File: config.mk
export PLATFORM = sky130hd
export DESIGN_NAME = fifo_share_arbiter
export DESIGN_NICKNAME = d
export VERILOG_FILES = /design/src/rtl/fifo_arb_pkg.sv /design/src/rtl/rr_picker.sv /design/src/rtl/fifo_share_arbiter.sv
export SDC_FILE = /design/constraint.sdc
export NUM_CORES = 1
export LEC_CHECK = 0
export ABC_AREA = 1
export CAP_MARGIN = 20
export CORE_UTILIZATION = 37
export DETAILED_ROUTE_END_ITERATION = 12
export PLACE_DENSITY = 0.78
export SYNTH_ARGS = -nofsm -noshare
export SYNTH_HDL_FRONTEND = slang
export SYNTH_SLANG_ARGS = --single-unit
File: constraint.sdc
create_clock -name Clk -period 2.2 [get_ports Clk]
set_clock_uncertainty 0.15 [all_clocks]
set_input_delay 0.44 -clock Clk [delete_from_list [all_inputs] [get_ports Clk]]
set_output_delay 0.44 -clock Clk [all_outputs]
set_load 0.1 [all_outputs]
File: src/rtl/fifo_arb_pkg.sv
// -----------------------------------------------------------------------------
// fifo_arb_pkg
// Shared types for the FIFO sharing arbiter.
//   state_t : arbiter FSM states
//   op_t    : kind of the last completed FIFO operation, used to alternate
//             between writers and readers when both classes are eligible
//   other_op: returns the opposite operation kind
// -----------------------------------------------------------------------------
package fifo_arb_pkg;

    typedef enum logic [2:0] {
        ST_IDLE  = 3'd0,
        ST_WRITE = 3'd1,
        ST_READ  = 3'd2,
        ST_RDATA = 3'd3,
        ST_FLUSH = 3'd4
    } state_t;

    typedef enum logic {
        OP_READ  = 1'b0,
        OP_WRITE = 1'b1
    } op_t;

    function automatic op_t other_op(input op_t op);
        return (op == OP_READ) ? OP_WRITE : OP_READ;
    endfunction

endpackage

File: src/rtl/rr_picker.sv
// -----------------------------------------------------------------------------
// rr_picker
// Combinational round-robin picker. The winner is the first set request bit
// at or after ptr_i, searching upward with wrap-around.
// Ports:
//   req_i     in  NUM_REQ  request vector
//   ptr_i     in  IDX_W    search start index (always < NUM_REQ)
//   gnt_idx_o out IDX_W    index of the winning request (0 when none)
//   any_o     out 1        at least one request is set
// -----------------------------------------------------------------------------
module rr_picker
    import fifo_arb_pkg::*;
#(
    parameter int NUM_REQ = 4,
    localparam int IDX_W  = $clog2(NUM_REQ)
) (
    input  logic [NUM_REQ-1:0] req_i,
    input  logic [IDX_W-1:0]   ptr_i,
    output logic [IDX_W-1:0]   gnt_idx_o,
    output logic               any_o
);

    localparam logic [IDX_W:0] NUM_W = (IDX_W+1)'(NUM_REQ);

    // One extra bit so ptr+i can be compared against NUM_REQ before wrapping.
    logic [IDX_W:0] sum_s;
    logic [IDX_W:0] cand_s;
    logic           hit_s;

    // Scan candidates in rotated order; the first hit wins.
    always_comb begin
        any_o     = 1'b0;
        gnt_idx_o = {IDX_W{1'b0}};
        sum_s     = {(IDX_W+1){1'b0}};
        cand_s    = {(IDX_W+1){1'b0}};
        hit_s     = 1'b0;
        for (int i = 0; i < NUM_REQ; i++) begin
            sum_s     = {1'b0, ptr_i} + (IDX_W+1)'(i);
            cand_s    = (sum_s >= NUM_W) ? (sum_s - NUM_W) : sum_s;
            hit_s     = !any_o && req_i[cand_s[IDX_W-1:0]];
            gnt_idx_o = hit_s ? cand_s[IDX_W-1:0] : gnt_idx_o;
            any_o     = any_o | hit_s;
        end
    end

endmodule

File: src/rtl/fifo_share_arbiter.sv
// -----------------------------------------------------------------------------
// fifo_share_arbiter
// Shares one single-ported FIFO between NUM_REQ writers and NUM_REQ readers.
// One FIFO operation is in flight at a time: IDLE decides, then WRITE (1 cycle)
// or READ + RDATA (2 cycles) or FLUSH (1 cycle). Occupancy is tracked here, the
// FIFO's own EMPTY/FULL flags are not used.
// Ports:
//   Clk, Rst   clock, synchronous active-high reset
//   flush      request to empty the FIFO (beats all requests)
//   wr_req     per-writer request, wr_data slice i = [i*DATA_W +: DATA_W]
//   wr_gnt     one-hot write-accepted pulse
//   rd_req     per-reader request
//   rd_gnt     one-hot pulse, rd_data valid for that reader
//   rd_data    read data, zero when no rd_gnt
//   level      occupancy 0..DEPTH
//   fifo_*     FIFO pins EN, Rst, WR, RD, dataIn, dataOut
// -----------------------------------------------------------------------------
module fifo_share_arbiter
    import fifo_arb_pkg::*;
#(
    parameter int NUM_REQ = 4,
    parameter int DATA_W  = 32,
    parameter int DEPTH   = 32,
    parameter int LVL_W   = $clog2(DEPTH) + 1
) (
    input  logic                      Clk,
    input  logic                      Rst,
    input  logic                      flush,
    input  logic [NUM_REQ-1:0]        wr_req,
    input  logic [NUM_REQ*DATA_W-1:0] wr_data,
    output logic [NUM_REQ-1:0]        wr_gnt,
    input  logic [NUM_REQ-1:0]        rd_req,
    output logic [NUM_REQ-1:0]        rd_gnt,
    output logic [DATA_W-1:0]         rd_data,
    output logic [LVL_W-1:0]          level,
    output logic                      fifo_en,
    output logic                      fifo_rst,
    output logic                      fifo_wr,
    output logic                      fifo_rd,
    output logic [DATA_W-1:0]         fifo_din,
    input  logic [DATA_W-1:0]         fifo_dout
);

    localparam int               IDX_W    = $clog2(NUM_REQ);
    localparam logic [LVL_W-1:0] DEPTH_L  = LVL_W'(DEPTH);
    localparam logic [IDX_W-1:0] LAST_IDX = IDX_W'(NUM_REQ - 1);

    state_t              state_q;
    op_t                 last_op_q;
    logic [LVL_W-1:0]    level_q;
    logic [IDX_W-1:0]    wr_ptr_q;
    logic [IDX_W-1:0]    rd_ptr_q;
    logic [IDX_W-1:0]    sel_q;
    logic                flush_pend_q;
    logic [NUM_REQ-1:0]  wr_gnt_q;
    logic [NUM_REQ-1:0]  rd_gnt_q;
    logic                fifo_wr_q;
    logic                fifo_rd_q;
    logic [DATA_W-1:0]   fifo_din_q;

    logic [NUM_REQ-1:0]  ew_s;
    logic [NUM_REQ-1:0]  er_s;
    logic [IDX_W-1:0]    wr_idx_s;
    logic [IDX_W-1:0]    rd_idx_s;
    logic                wr_any_s;
    logic                rd_any_s;
    logic                flush_s;
    logic                pick_write_s;
    logic                pick_read_s;
    logic [DATA_W-1:0]   wr_word_s [NUM_REQ];

    for (genvar g = 0; g < NUM_REQ; g++) begin : g_unpack
        assign wr_word_s[g] = wr_data[g*DATA_W +: DATA_W];
    end

    rr_picker #(.NUM_REQ(NUM_REQ)) u_wr_pick (
        .req_i     (ew_s),
        .ptr_i     (wr_ptr_q),
        .gnt_idx_o (wr_idx_s),
        .any_o     (wr_any_s)
    );

    rr_picker #(.NUM_REQ(NUM_REQ)) u_rd_pick (
        .req_i     (er_s),
        .ptr_i     (rd_ptr_q),
        .gnt_idx_o (rd_idx_s),
        .any_o     (rd_any_s)
    );

    // Eligibility masks and the IDLE decision; full FIFO holds writers, empty
    // FIFO holds readers, and a tie goes to the class not served last.
    always_comb begin
        ew_s         = (level_q < DEPTH_L) ? wr_req : {NUM_REQ{1'b0}};
        er_s         = (level_q != {LVL_W{1'b0}}) ? rd_req : {NUM_REQ{1'b0}};
        flush_s      = flush | flush_pend_q;
        pick_write_s = wr_any_s && (!rd_any_s || (other_op(last_op_q) == OP_WRITE));
        pick_read_s  = rd_any_s && !pick_write_s;
    end

    // Arbiter FSM; all FIFO strobes and grants are registered on state entry.
    always_ff @(posedge Clk) begin
        if (Rst) begin
            state_q      <= ST_IDLE;
            last_op_q    <= OP_READ;
            level_q      <= {LVL_W{1'b0}};
            wr_ptr_q     <= {IDX_W{1'b0}};
            rd_ptr_q     <= {IDX_W{1'b0}};
            sel_q        <= {IDX_W{1'b0}};
            flush_pend_q <= 1'b0;
            wr_gnt_q     <= {NUM_REQ{1'b0}};
            rd_gnt_q     <= {NUM_REQ{1'b0}};
            fifo_wr_q    <= 1'b0;
            fifo_rd_q    <= 1'b0;
            fifo_din_q   <= {DATA_W{1'b0}};
        end else begin
            wr_gnt_q  <= {NUM_REQ{1'b0}};
            rd_gnt_q  <= {NUM_REQ{1'b0}};
            fifo_wr_q <= 1'b0;
            fifo_rd_q <= 1'b0;
            case (state_q)
                ST_IDLE: begin
                    if (flush_s) begin
                        state_q      <= ST_FLUSH;
                        flush_pend_q <= 1'b0;
                    end else if (pick_write_s) begin
                        state_q            <= ST_WRITE;
                        sel_q              <= wr_idx_s;
                        wr_ptr_q           <= (wr_idx_s == LAST_IDX) ? {IDX_W{1'b0}} : wr_idx_s + 1'b1;
                        wr_gnt_q[wr_idx_s] <= 1'b1;
                        fifo_wr_q          <= 1'b1;
                        fifo_din_q         <= wr_word_s[wr_idx_s];
                    end else if (pick_read_s) begin
                        state_q   <= ST_READ;
                        sel_q     <= rd_idx_s;
                        rd_ptr_q  <= (rd_idx_s == LAST_IDX) ? {IDX_W{1'b0}} : rd_idx_s + 1'b1;
                        fifo_rd_q <= 1'b1;
                    end else begin
                        state_q <= ST_IDLE;
                    end
                end
                ST_WRITE: begin
                    // A flush arriving mid-operation is remembered for the next IDLE.
                    flush_pend_q <= flush_pend_q | flush;
                    level_q      <= (level_q != DEPTH_L) ? level_q + 1'b1 : level_q;
                    last_op_q    <= OP_WRITE;
                    state_q      <= ST_IDLE;
                end
                ST_READ: begin
                    // FIFO presents the word on dataOut during RDATA.
                    flush_pend_q    <= flush_pend_q | flush;
                    rd_gnt_q[sel_q] <= 1'b1;
                    state_q         <= ST_RDATA;
                end
                ST_RDATA: begin
                    flush_pend_q <= flush_pend_q | flush;
                    level_q      <= (level_q != {LVL_W{1'b0}}) ? level_q - 1'b1 : level_q;
                    last_op_q    <= OP_READ;
                    state_q      <= ST_IDLE;
                end
                ST_FLUSH: begin
                    level_q <= {LVL_W{1'b0}};
                    state_q <= ST_IDLE;
                end
                default: begin
                    state_q <= ST_IDLE;
                end
            endcase
        end
    end

    assign fifo_en  = 1'b1;
    assign fifo_rst = Rst | (state_q == ST_FLUSH);
    assign fifo_wr  = fifo_wr_q;
    assign fifo_rd  = fifo_rd_q;
    assign fifo_din = fifo_din_q;
    assign level    = level_q;

    // A reset arriving in the grant cycle suppresses the grant and its data.
    assign wr_gnt  = wr_gnt_q & {NUM_REQ{~Rst}};
    assign rd_gnt  = rd_gnt_q & {NUM_REQ{~Rst}};
    assign rd_data = ((state_q == ST_RDATA) && !Rst) ? fifo_dout : {DATA_W{1'b0}};

endmodule

==> results.cfg <==
[clock_network]
path_clk_slew_ns = 0.06
cts_tree = yes
ctsHoldBuffers = 0
htreeDepth = 3
numCtsBuffers = 9
root_buffer = clkbuf_16
numClockSinks = 59
insertion_delay_ns = 0.33
cts_max_path_buffers = 2

[finish]
antennaDiodeCount = 0
areaGrowthSynthToFinish_pct = 94.0
final_area_um2 = 9670
nNetsFinal = 1348
fillCellCount = 1023
final_core_util_pct = 73.3
drive_gt1_share_pct = 25.4

[worst_setup_path]
worstPathBufferInverterCount = 6
crit_chain = inv_8 > nand3_2 > buf_6 > nand3_4 > o21ai_4 > buf_4 > nand3_1 > nand2_2 > nand2_2 > o21ai_4 > buf_12 > buf_4 > ha_1 > inv_1 > nand2_1 > o21ai_0
crit_type = reg2reg
r2r-end = wr_ptr_q[0]
slowest_stage = dfxtp_4
reg2reg_depth = 16
path_max_fanout = 9
crit_required_ns = 2.29
regToRegStartpoint = level[5]
startpoint_type = flip-flop
worstSetupEndpoint = wr_ptr_q[0]
path_delay_family = buffers and inverters
startpoint = level[5]
cp_num_cells = 16
critPathMaxStageDelay_ns = 0.38
r2r_slack_ns = -0.11
arrival_ns = 2.40
crit_path_end_kind = flip-flop

[die]
die_area_um2 = 13900
rows = 42
start_util_pct = 37.8
die_y_um = 118
pin_count = 253
die_w_um = 118
core_um2 = 13200

[timing]
slew_headroom_pct = 65.5
setup_ws_ns = -0.111
setup_violations = 71
hold_viol_final = 0
period_share_pct = 105
finalCriticalPeriod_ns = 2.31
rsz0062_at_grt = true
tightest_slew_ns = 0.518
final_max_slew_viol_count = 0
fmax_mhz = 433

[routing]
routed_via_density = 4.84
wl_per_cell_um = 14.4
drc_errors = 0
dr.pass1.iters = 7
antenna_left = 0
drtIter0Drc = 265
vias = 6525
drt-total-wl_um = 19500

[power]
total_power_mw = 16.2
powerDensity_nw_per_um2 = 1670
leakagePower_nw = 4.69
ir_drop_mv = 1.13

[logic_synthesis]
synthAdderAreaFrac_pct = 2.41
synth_compound_area_share_pct = 4.64
ys_seq_elements = 59
synth_top_family_by_area = simple AND/OR/NAND/NOR gates
avgSynthCellArea_um2 = 5.74
synthMuxAreaShare_pct = 0
postSynthCellCount = 868
syn-cell-area_um2 = 4980
ys_seq_area_share_pct = 23.7
yosysWarningCount = 0
synthSimpleGateAreaFrac_pct = 49.8
synth_xor_xnor_area_share_pct = 0.527
synth_cell_types = 37
syn-num-nets = 1048

[grt]
grt_pass1_vias = 5985
grt_max_degree = 65
overflow = 0
grt-busiest-layer = met2
antenna_found_initial = 0
use_met2_pct = 47.2
use_met3_pct = 7.32
grt_pass1_wl_um = 28500
grt_usage_pct = 25.4
gr-usage-met1_pct = 26.4

[placement]
dpl-instance-area_um2 = 8560
hpwlAfterDp_um = 12600
gp_congestion = 0.876
io_buffers = 251

[run]
max-cap-violations = 0

[run_status]
status = finished, violations left
violations = negative setup slack

[worst_hold_path]
hold_path_class = reg2reg
worst min-delay path by stage:
stage / startpoint / to / slack, ns / cells past startpoint
global placement: sel_q[1] / rd_gnt_q[1] / 0.29 / 1
global route: sel_q[1] / rd_gnt_q[1] / 0.33 / 1
CTS: sel_q[1] / rd_gnt_q[1] / 0.30 / 1
detailed placement: sel_q[1] / rd_gnt_q[1] / 0.29 / 1
finish: sel_q[1] / rd_gnt_q[1] / 0.31 / 1
floorplan: sel_q[1] / rd_gnt_q[1] / 0.27 / 1
where the power goes:
| part | leakage [nW] | switching, mW | total (mW) | internal [mW] |
|---|---|---|---|---|
| clock network | 0.150 | 0.558 | 1.51 | 0.953 |
| registers | 0.490 | 0.256 | 1.71 | 1.46 |
| logic | 4.05 | 7.85 | 12.9 | 5.08 |
| total | 4.69 | 8.67 | 16.2 | 7.49 |
placed cells by master, fill, tap and decap left out, types with 36 or more instances in the layout:
| master | count |
|---|---|
| buf_12 | 58 |
| buf_4 | 89 |
| clkdlybuf4s50_1 | 166 |
| dfxtp_1 | 50 |
| inv_1 | 163 |
| nand2_1 | 200 |
| nand3_1 | 87 |
| nand3b_1 | 65 |
| nor2_1 | 84 |
| nor2_4 | 36 |
state kept, by name, summed over array words and instances (netlist names), 2 cells and up:
name / cells
sel_q: 2
wr_ptr_q: 2
rd_ptr_q: 2
fifo_din: 32
wr_gnt_q: 4
level: 6
state_q: 3
rd_gnt_q: 4
through the flow:
stage / std cells / TNS, ns / hold slack (ns) / setup slack [ns]
after floorplan: 868 / -1.02 / 0.273 / -0.128
after global placement: 1297 / -17.61 / 0.286 / -0.427
after detailed placement: 1297 / -19.26 / 0.294 / -0.451
after CTS: 1335 / -0.0389 / 0.303 / -0.0120
after global routing: 1349 / -11.22 / 0.328 / -0.214
final: 1349 / -4.88 / 0.313 / -0.111
cell type report:
class	instances	area, um2	area share (%)
inverter	173	666	6.88
timing repair buffer	335	3830	39.6
clock buffer	10	250	2.59
tap	176	220	2.28
sequential	59	1210	12.5
clock inverter	6	71.3	0.737
multi-input combinational	590	3430	35.4
what timing repair did:
action / in CTS / in global routing
setup endpoints to repair: 79 / 83
gates resized for setup: 34 / 57
pin swaps: 13 / 32
buffers inserted: 18 / 11
hold endpoints to repair: 0 / 0
cloned: 4 / 4
synthesized netlist by cell type, drive strengths merged:
cell	instances	area share [%]
a211oi	1	0.15
a21boi	1	0.15
a21oi	17	1.8
a31oi	4	0.50
and2	1	0.13
buf	34	4.9
clkbuf	12	0.90
clkinv	1	0.075
conb	1	0.075
dfxtp	59	24
fa	1	0.40
ha	8	2.0
inv	172	13
nand2	219	17
nand3	106	11
nand3b	65	9.8
nand4	6	0.88
nor2	131	10
nor3	10	1.0
o2111ai	1	0.18
o21ai	12	1.7
o21bai	1	0.15
or2	2	0.25
xnor2	1	0.18
xor2	2	0.35
kinds of logic (layout without fill, tap and decap cells):
family	count (synthesis)	count (layout)
compound gates	37	37
xor+xnor	3	3
fa+ha+maj	9	9
buf+inv	219	524
flops	59	59
other cells	1	1
simple gates	540	540
layer usage:
metal	share of wire, %	vias to the layer above	wire length (um)
met2	51	303	10000
met5	0	-	0
met3	7.5	59	1460
met4	4.2	0	823
met1	37	2913	7160
li1	-	3250	-
(Power assumes the default switching activity.)
